[src/rtl/bus_arbiter_pkg.sv]
// Shared types and constants for the two-master bus arbiter.
// States, port-select encoding and the read data returned on a watchdog expiry.
package bus_arbiter_pkg;

   typedef enum logic [1:0] {
      IDLE = 2'd0,
      BUS  = 2'd1,
      ACK  = 2'd2
   } state_e;

   typedef enum logic {
      PORT_A = 1'b0,
      PORT_B = 1'b1
   } port_sel_e;

   localparam logic [31:0] TIMEOUT_RDATA = 32'hDEAD_BEEF;

   // Round-robin helper: the master that gets priority after p is granted.
   function automatic port_sel_e other_port(input port_sel_e p);
      port_sel_e r;
      if (p == PORT_A) begin
         r = PORT_B;
      end else begin
         r = PORT_A;
      end
      return r;
   endfunction

endpackage

[src/rtl/bus_arbiter_watchdog.sv]
// Clearable cycle counter for the bus arbiter watchdog.
// o_expired is high during the LIMIT-th enabled cycle after a clear, so the
// owner can leave its wait state on that edge.
module bus_arbiter_watchdog
   import bus_arbiter_pkg::*;
#(
   parameter int unsigned LIMIT = 1024
) (
   input  logic i_clock,
   input  logic i_reset_n,
   input  logic i_clear,
   input  logic i_enable,
   output logic o_expired
);

   localparam int unsigned CW = (LIMIT > 1) ? $clog2(LIMIT) : 1;
   localparam logic [CW-1:0] LAST = CW'(LIMIT - 1);

   logic [CW-1:0] count_q;
   logic [CW-1:0] count_d;

   // Next count: clear wins, otherwise count enabled cycles and stop at LAST.
   always_comb begin
      count_d = count_q;
      if (i_clear) begin
         count_d = {CW{1'b0}};
      end else if (i_enable && (count_q != LAST)) begin
         count_d = count_q + CW'(1);
      end else begin
         count_d = count_q;
      end
   end

   // Count register.
   always_ff @(posedge i_clock or negedge i_reset_n) begin
      if (!i_reset_n) begin
         count_q <= {CW{1'b0}};
      end else begin
         count_q <= count_d;
      end
   end

   assign o_expired = i_enable && (count_q == LAST);

endmodule

[src/rtl/bus_arbiter_2.sv]
// Two-master round-robin arbiter between the write buffer (port A) and the
// instruction-fetch port (port B) onto one memory bus, one transaction at a time.
// All bus outputs and ready flags are registers; each port's read data is held
// until that port's next read completes.
// Optional watchdog: define BUS_ARBITER_TIMEOUT_EN to abort a bus wait after
// TIMEOUT_CYCLES cycles, returning 32'hDEAD_BEEF and setting sticky o_timeout.
module bus_arbiter_2
   import bus_arbiter_pkg::*;
#(
   parameter int unsigned ADDRESS_WIDTH  = 32,
   parameter int unsigned TIMEOUT_CYCLES = 1024
) (
   input  logic                     i_clock,
   input  logic                     i_reset_n,
   input  logic                     i_a_rw,
   input  logic                     i_a_request,
   output logic                     o_a_ready,
   input  logic [ADDRESS_WIDTH-1:0] i_a_address,
   output logic [31:0]              o_a_rdata,
   input  logic [31:0]              i_a_wdata,
   input  logic [3:0]               i_a_wmask,
   input  logic                     i_b_rw,
   input  logic                     i_b_request,
   output logic                     o_b_ready,
   input  logic [ADDRESS_WIDTH-1:0] i_b_address,
   output logic [31:0]              o_b_rdata,
   input  logic [31:0]              i_b_wdata,
   input  logic [3:0]               i_b_wmask,
   output logic                     o_bus_rw,
   output logic                     o_bus_request,
   input  logic                     i_bus_ready,
   output logic [ADDRESS_WIDTH-1:0] o_bus_address,
   input  logic [31:0]              i_bus_rdata,
   output logic [31:0]              o_bus_wdata,
   output logic [3:0]               o_bus_wmask,
   output logic                     o_timeout
);

   state_e                   state_q, state_d;
   port_sel_e                prio_q, prio_d;
   port_sel_e                grant_q, grant_d;
   logic                     rw_q, rw_d;
   logic [ADDRESS_WIDTH-1:0] addr_q, addr_d;
   logic [31:0]              wdata_q, wdata_d;
   logic [3:0]               wmask_q, wmask_d;
   logic [31:0]              a_rdata_q, a_rdata_d;
   logic [31:0]              b_rdata_q, b_rdata_d;
   logic                     bus_req_q, bus_req_d;
   logic                     a_ready_q, a_ready_d;
   logic                     b_ready_q, b_ready_d;
   logic                     timeout_q, timeout_d;

   port_sel_e                sel_s;
   logic                     granted_req_s;
   logic                     wd_expired_s;

`ifdef BUS_ARBITER_TIMEOUT_EN
   logic wd_clear_s;
   logic wd_enable_s;

   // The counter is held clear while idle, so it restarts on every entry to BUS.
   assign wd_clear_s  = (state_q == IDLE);
   assign wd_enable_s = (state_q == BUS);

   bus_arbiter_watchdog #(
      .LIMIT(TIMEOUT_CYCLES)
   ) u_watchdog (
      .i_clock  (i_clock),
      .i_reset_n(i_reset_n),
      .i_clear  (wd_clear_s),
      .i_enable (wd_enable_s),
      .o_expired(wd_expired_s)
   );
`else
   assign wd_expired_s = 1'b0;
`endif

   // Arbitration choice and the request level of the master currently granted.
   always_comb begin
      if (i_a_request && i_b_request) begin
         sel_s = prio_q;
      end else if (i_a_request) begin
         sel_s = PORT_A;
      end else begin
         sel_s = PORT_B;
      end
      if (grant_q == PORT_A) begin
         granted_req_s = i_a_request;
      end else begin
         granted_req_s = i_b_request;
      end
   end

   // Next-state and next-output logic of the IDLE -> BUS -> ACK sequence.
   always_comb begin
      state_d   = state_q;
      prio_d    = prio_q;
      grant_d   = grant_q;
      rw_d      = rw_q;
      addr_d    = addr_q;
      wdata_d   = wdata_q;
      wmask_d   = wmask_q;
      a_rdata_d = a_rdata_q;
      b_rdata_d = b_rdata_q;
      bus_req_d = bus_req_q;
      a_ready_d = a_ready_q;
      b_ready_d = b_ready_q;
      timeout_d = timeout_q;
      case (state_q)
         IDLE: begin
            a_ready_d = 1'b0;
            b_ready_d = 1'b0;
            if (i_a_request || i_b_request) begin
               grant_d   = sel_s;
               prio_d    = other_port(sel_s);
               bus_req_d = 1'b1;
               state_d   = BUS;
               if (sel_s == PORT_A) begin
                  rw_d    = i_a_rw;
                  addr_d  = i_a_address;
                  wdata_d = i_a_wdata;
                  wmask_d = i_a_wmask;
               end else begin
                  rw_d    = i_b_rw;
                  addr_d  = i_b_address;
                  wdata_d = i_b_wdata;
                  wmask_d = i_b_wmask;
               end
            end else begin
               bus_req_d = 1'b0;
               state_d   = IDLE;
            end
         end
         BUS: begin
            if (i_bus_ready || wd_expired_s) begin
               // Ready is only raised if the master is still asking; a master
               // that let go mid-transaction gets a silent ACK pass instead.
               bus_req_d = 1'b0;
               state_d   = ACK;
               if (!i_bus_ready) begin
                  timeout_d = 1'b1;
               end else begin
                  timeout_d = timeout_q;
               end
               if (grant_q == PORT_A) begin
                  a_ready_d = granted_req_s;
                  if (!i_bus_ready) begin
                     a_rdata_d = TIMEOUT_RDATA;
                  end else if (!rw_q) begin
                     a_rdata_d = i_bus_rdata;
                  end else begin
                     a_rdata_d = a_rdata_q;
                  end
               end else begin
                  b_ready_d = granted_req_s;
                  if (!i_bus_ready) begin
                     b_rdata_d = TIMEOUT_RDATA;
                  end else if (!rw_q) begin
                     b_rdata_d = i_bus_rdata;
                  end else begin
                     b_rdata_d = b_rdata_q;
                  end
               end
            end else begin
               bus_req_d = 1'b1;
               state_d   = BUS;
            end
         end
         ACK: begin
            // Wait for both the master and the slave to let go, so a slave
            // holding ready is never taken as the next completion.
            if (!granted_req_s && !i_bus_ready) begin
               a_ready_d = 1'b0;
               b_ready_d = 1'b0;
               state_d   = IDLE;
            end else begin
               a_ready_d = a_ready_q && granted_req_s;
               b_ready_d = b_ready_q && granted_req_s;
               state_d   = ACK;
            end
         end
         default: begin
            bus_req_d = 1'b0;
            a_ready_d = 1'b0;
            b_ready_d = 1'b0;
            state_d   = IDLE;
         end
      endcase
   end

   // State, latched transaction fields and all registered outputs.
   always_ff @(posedge i_clock or negedge i_reset_n) begin
      if (!i_reset_n) begin
         state_q   <= IDLE;
         prio_q    <= PORT_A;
         grant_q   <= PORT_A;
         rw_q      <= 1'b0;
         addr_q    <= {ADDRESS_WIDTH{1'b0}};
         wdata_q   <= 32'h0000_0000;
         wmask_q   <= 4'b0000;
         a_rdata_q <= 32'h0000_0000;
         b_rdata_q <= 32'h0000_0000;
         bus_req_q <= 1'b0;
         a_ready_q <= 1'b0;
         b_ready_q <= 1'b0;
         timeout_q <= 1'b0;
      end else begin
         state_q   <= state_d;
         prio_q    <= prio_d;
         grant_q   <= grant_d;
         rw_q      <= rw_d;
         addr_q    <= addr_d;
         wdata_q   <= wdata_d;
         wmask_q   <= wmask_d;
         a_rdata_q <= a_rdata_d;
         b_rdata_q <= b_rdata_d;
         bus_req_q <= bus_req_d;
         a_ready_q <= a_ready_d;
         b_ready_q <= b_ready_d;
         timeout_q <= timeout_d;
      end
   end

   assign o_bus_request = bus_req_q;
   assign o_bus_rw      = rw_q;
   assign o_bus_address = addr_q;
   assign o_bus_wdata   = wdata_q;
   assign o_bus_wmask   = wmask_q;
   assign o_a_ready     = a_ready_q;
   assign o_b_ready     = b_ready_q;
   assign o_a_rdata     = a_rdata_q;
   assign o_b_rdata     = b_rdata_q;
   assign o_timeout     = timeout_q;

endmodule
[config.mk]
export PLATFORM = sky130hd
export DESIGN_NAME = bus_arbiter_2
export DESIGN_NICKNAME = d
export VERILOG_FILES = /design/src/rtl/bus_arbiter_pkg.sv /design/src/rtl/bus_arbiter_watchdog.sv /design/src/rtl/bus_arbiter_2.sv
export SDC_FILE = /design/constraint.sdc
export NUM_CORES = 1
export LEC_CHECK = 0
export CORE_MARGIN = 10
export CORE_UTILIZATION = 39
export DETAILED_ROUTE_END_ITERATION = 6
export HOLD_SLACK_MARGIN = 0.15
export PLACE_DENSITY = 0.8
export SYNTH_ARGS = -nofsm -noshare
export SYNTH_HDL_FRONTEND = slang
export SYNTH_SLANG_ARGS = --single-unit
[constraint.sdc]
create_clock -name i_clock -period 2 [get_ports i_clock]
set_input_delay 0.2 -clock i_clock [delete_from_list [all_inputs] [get_ports i_clock]]
set_output_delay 0.2 -clock i_clock [all_outputs]
set_load 0.1 [all_outputs]
Yosys cells after proc, flatten, opt, wreduce, memory -nomap -nowiden
Cells that the tools add are included.
- add/sub/neg operators: 0
- eq/ne operators: 5
- $mul: 0
- divide/modulo/power cells: 0
- $lt $le $gt $ge: 0
- shift-type cells: 0
- bitwise operators: 2
- muxes and demuxes: 23
- reductions and logical operators: 13
- operator list (kind ; number):
    32-bit 2-to-1 mux ; 2
    1-bit 2-to-1 mux ; 14
    4-bit AND reduction ; 2
    2-bit != test (second input constant) ; 3
    2-bit one-hot mux with 3 select lines ; 1
    2-bit AND reduction ; 3
    1-bit logical AND ; 4
    2-bit 2-to-1 mux ; 2
    4-bit 2-to-1 mux ; 1
    1-bit one-hot mux with 2 select lines ; 2
    1-bit one-hot mux with 3 select lines ; 1
    2-bit by 1-bit equality test with 1-bit output (second input constant) ; 1
    2-bit equality test (second input constant) ; 1
    1-bit logical NOT ; 2
    2-bit logical NOT ; 1
    1-bit NOT ; 2
    1-bit logical OR ; 1
- register bits after elaboration: 140
- input port bits: 175
- bits in writable memories: 0
- memories kept: 0
- bits in latches: 0
- memory bits (read-only): 0

Longest topological paths before layout
- word-level depth: 5
- mapped depth: 7
- mapped depth without buffers: 5

Worst setup path before layout
OpenSTA, ideal clock, no wires.
- path kind: flip-flop to flip-flop
- start: reg rw_q (netlist: o_bus_rw)
- end: reg b_rdata_q[10] (netlist: o_b_rdata[10])
- arrival: 1.812 ns
- path slack: 0.062 ns
- stages on the path, launching flop included: 5
- library setup time: 0.125 ns
- data required time: 1.875 ns
- path buffers: 2
- cell sequence: dfrtp_1 -> or3_1 -> buf_2 -> buf_6 -> mux2_4
- word-level cells in the longest chain between the ends: 2
- ends and longest elaborated chain (what ; line ; source):
    start, declared ; bus_arbiter_2.sv:42 ; logic rw_q, rw_d;
    start signal, assigned ; bus_arbiter_2.sv:211 ; rw_q <= rw_d;
    1-bit NOT (no line) ; n/a ;
    4-bit AND reduction (no line) ; n/a ;
    end signal, assigned ; bus_arbiter_2.sv:216 ; b_rdata_q <= b_rdata_d;
    end, declared ; bus_arbiter_2.sv:47 ; logic [31:0] b_rdata_q, b_rdata_d;
Every way passes these cells.
A chain may end at the register's enable or synchronous reset.

Worst setup path in the final report
- start: reg state_q[1]
- end: reg a_rdata_q[0] (netlist: o_a_rdata[0])
- word-level cells in the longest chain between the ends: 2
- ends and longest elaborated chain (what ; line ; source):
    start, declared ; bus_arbiter_2.sv:39 ; state_e state_q, state_d;
    start signal, assigned ; bus_arbiter_2.sv:208 ; state_q <= state_d;
    2-bit by 1-bit equality test with 1-bit output ; bus_arbiter_2.sv:109 ; case (state_q)
    4-bit AND reduction (no line) ; n/a ;
    end signal, assigned ; bus_arbiter_2.sv:215 ; a_rdata_q <= a_rdata_d;
    end, declared ; bus_arbiter_2.sv:46 ; logic [31:0] a_rdata_q, a_rdata_d;
Every way passes these cells.

==> impl_metrics.toml <==
[cts]
htreeDepth = 4
clk_pin_slew_worst_paths_ns = 0.06
cts-buffers-inserted = 17
clock-root-buffer = "clkbuf_16"
worstSkewPairLatency_ns = 0.42
cts_tree = "built"
clockBufferDepth = 2
cts_setup_buffers = 0
clock_sinks = 140

[route]
drc = 0
drt_iter0_markers = 175
ant_nets = 0
vias = 4754
drtPass1Iterations = 4
routedWlPerCell_um = 21.6
wl_um = 19800
viasPerCell = 5.18

[timing]
setup_viol = 0
slew_viol_final = 0
hold_viol_final = 0
post-route-min-period_ns = 1.84
setup_slack_ns = 0.161
fmaxAchievable_ghz = 0.544
grt_setup_unrepaired = "false"
relSlewSlack = 0.659
finalCritPeriodShare = 0.920
hold_slack_ns = 0.308
tns_ns = 0
worst_slew_pin_slew_ns = 0.511
skew_ns = 0.00508

[setup_path]
crit_path_cell_trace = "inv_1 -> ha_2 -> inv_2 -> buf_4 -> nor3_4 -> buf_12 -> mux2_2"
path_max_fanout = 32
r2r_start = "state_q[1]$_DFF_PN0_"
r2r_cells = 7
slowest_stage = "dfrtp_1"
worstPathRequired_ns = 2.29
rr_endpoint = "o_a_rdata[0]$_DFFE_PN0P_"
path_class = "reg -> reg"
cp.arrival_ns = 2.13
rrSetupSlack_ns = 0.16
slowest_delay_ns = 0.40
start_kind = "flip-flop"
critPathCaptureType = "flip-flop"

[placement]
hpwl_um = 15200
port_buffers = 310
routabilityCongestion = 0.803
post-place-ws_ns = 0.0446

[yosys]
syn_inst = 405
syn_area_per_cell_um2 = 14.4
synth.cell_area_um2 = 5820
ys_ff_latch = 140
ys_seq_area_frac = 0.602
syn-num-nets = 584
ys_types = 26
yosysWarnings = 0

[floorplan]
dieHeight_um = 142
die_area_um2 = 20200
coreArea_um2 = 14600
die_w_um = 142
start_util = 0.399
fp-row-count = 44
ios = 312

[global_routing]
grt_overflow = 0
grt_pass1_wl_um = 29800
grt_pass1_vias = 5184
grtUsageTotal = 0.188
grt_antenna_before_repair = 0
grt_max_degree = 52

[layout]
nets = 899
nFillCells = 1060
drive_gt1_frac = 0.345
areaGrowthSynthToFinish_pct = 62.6
diodes = 0

[status]
status = "complete, no violations"

[run]
maxCapViolCount = 0

[hold_path]
hp-class = "in -> async"
==> critical path, delay by kind of cell, from the launching register on <==
family | cells | cell delay (ns)
muxes | 1 | 0.37
buffers and inverters | 4 | 0.52
and+or+nand+nor | 1 | 0.21
DFF | 1 | 0.40
adders and majority gates | 1 | 0.22
==> metal layers <==
metal / track usage / share of wire / vias to the layer above
met5: 0 / 0 / -
met4: 0.0807 / 0.030 / 0
met3: 0.0824 / 0.096 / 42
met2: 0.306 / 0.49 / 254
met1: 0.209 / 0.38 / 2327
li1: - / - / 2131
==> worst max-delay path by stage <==
stage	startpoint	to	slack [ns]	cells past startpoint
6_report	state_q[1]$_DFF_PN0_	o_a_rdata[0]$_DFFE_PN0P_	0.16	7
5_1_grt	state_q[0]$_DFF_PN0_	o_bus_wmask[2]$_DFFE_PN0P_	0.08	6
4_1_cts	state_q[1]$_DFF_PN0_	o_b_rdata[10]$_DFFE_PN0P_	0.04	6
3_5_place_dp	state_q[1]$_DFF_PN0_	o_b_rdata[3]$_DFFE_PN0P_	0.04	6
3_3_place_gp	state_q[1]$_DFF_PN0_	o_b_rdata[26]$_DFFE_PN0P_	0.11	6
2_1_floorplan	o_bus_rw$_DFFE_PN0P_	o_b_rdata[10]$_DFFE_PN0P_	0.06	4
==> timing repair <==
action                                 CTS  global route
setup endpoints to repair                0            32
hold buffers                             1             0
resized for setup                        0             2
endpoints found under the hold margin  103             0
==> synth_stat cells <==
cell type,count,area [um2]
a21o_1,2,15.0
a21oi_1,3,15.0
a221o_1,69,691
a32oi_1,1,8.76
and2_1,69,432
buf_2,4,20.0
buf_4,1,7.51
buf_6,3,33.8
clkbuf_1,21,78.8
conb_1,1,3.75
dfrtp_1,140,3500
ha_1,4,50.1
inv_1,3,11.3
inv_2,1,3.75
mux2_1,2,22.5
mux2_2,34,383
mux2_4,30,450
nand2_1,5,18.8
nand2b_1,1,6.26
nand3_1,2,10.0
nor2b_1,1,6.26
nor3_2,1,10.0
o21ai_0,4,20.0
o21ai_1,1,5.00
o2bb2a_1,1,10.0
or3_1,1,6.26
==> placed cells by master, fill, tap and decap left out <==
cell	n
clkinvlp_4	3
inv_1	3
nand2_1	5
clkbuf_8	1
mux2_1	2
nand3_1	2
nand2b_1	1
nor2b_1	1
a21o_1	2
a32oi_1	1
dlygate4sd3_1	1
ha_2	1
clkinv_2	5
clkbuf_1	1
buf_12	6
a221o_1	69
buf_6	1
clkbuf_16	18
dfrtp_1	140
o21ai_0	4
and2_1	69
inv_2	1
inv_6	3
or3_4	1
clkinv_4	2
ha_1	3
buf_4	143
conb_1	1
o2bb2a_1	1
a21oi_1	1
mux2_4	30
a21oi_4	2
mux2_2	34
nor3_4	1
clkdlybuf4s50_1	173
o21ai_4	1
==> flip-flops by register name, summed over array words and instances, names as in the netlist <==
signal and cells:
grant_q 1, o_a_rdata 32, o_a_ready 1, o_b_rdata 32, o_b_ready 1, o_bus_address 32, o_bus_request 1, o_bus_rw 1
o_bus_wdata 32, o_bus_wmask 4, prio_q 1, state_q 2
==> kinds of logic after synthesis <==
group,count (synthesis),synth area share
multiplexers,66,0.147
AO/OA/AOI/OAI,81,0.131
adder cells (fa/ha/maj),4,0.00860
flip-flops,140,0.602
AND/OR/NAND/NOR,80,0.0840
other,1,0.000644
buffers and inverters,33,0.0266
==> metrics by stage <==
stage	util	instance area [um2]	instances
2_1_floorplan	-	5820	405
3_3_place_gp	0.609	8890	883
3_5_place_dp	0.609	8890	883
4_1_cts	0.647	9430	916
5_1_grt	0.649	9470	917
6_report	0.649	9470	917
==> layout make-up <==
| cell class | count | area [um2] | share of cell area |
|---|---|---|---|
| flip-flops and latches | 140 | 3500 | 0.370 |
| repair buffers | 325 | 2970 | 0.314 |
| multi-input cells | 232 | 2210 | 0.234 |
| clock buffers | 19 | 443 | 0.0468 |
| well taps | 184 | 230 | 0.0243 |
| clock inverters | 13 | 91.3 | 0.00965 |
| inverters | 4 | 15.0 | 0.00159 |
Power is not shown: default switching activity piles up to over one toggle a cycle in this logic, so the estimate is an artifact.
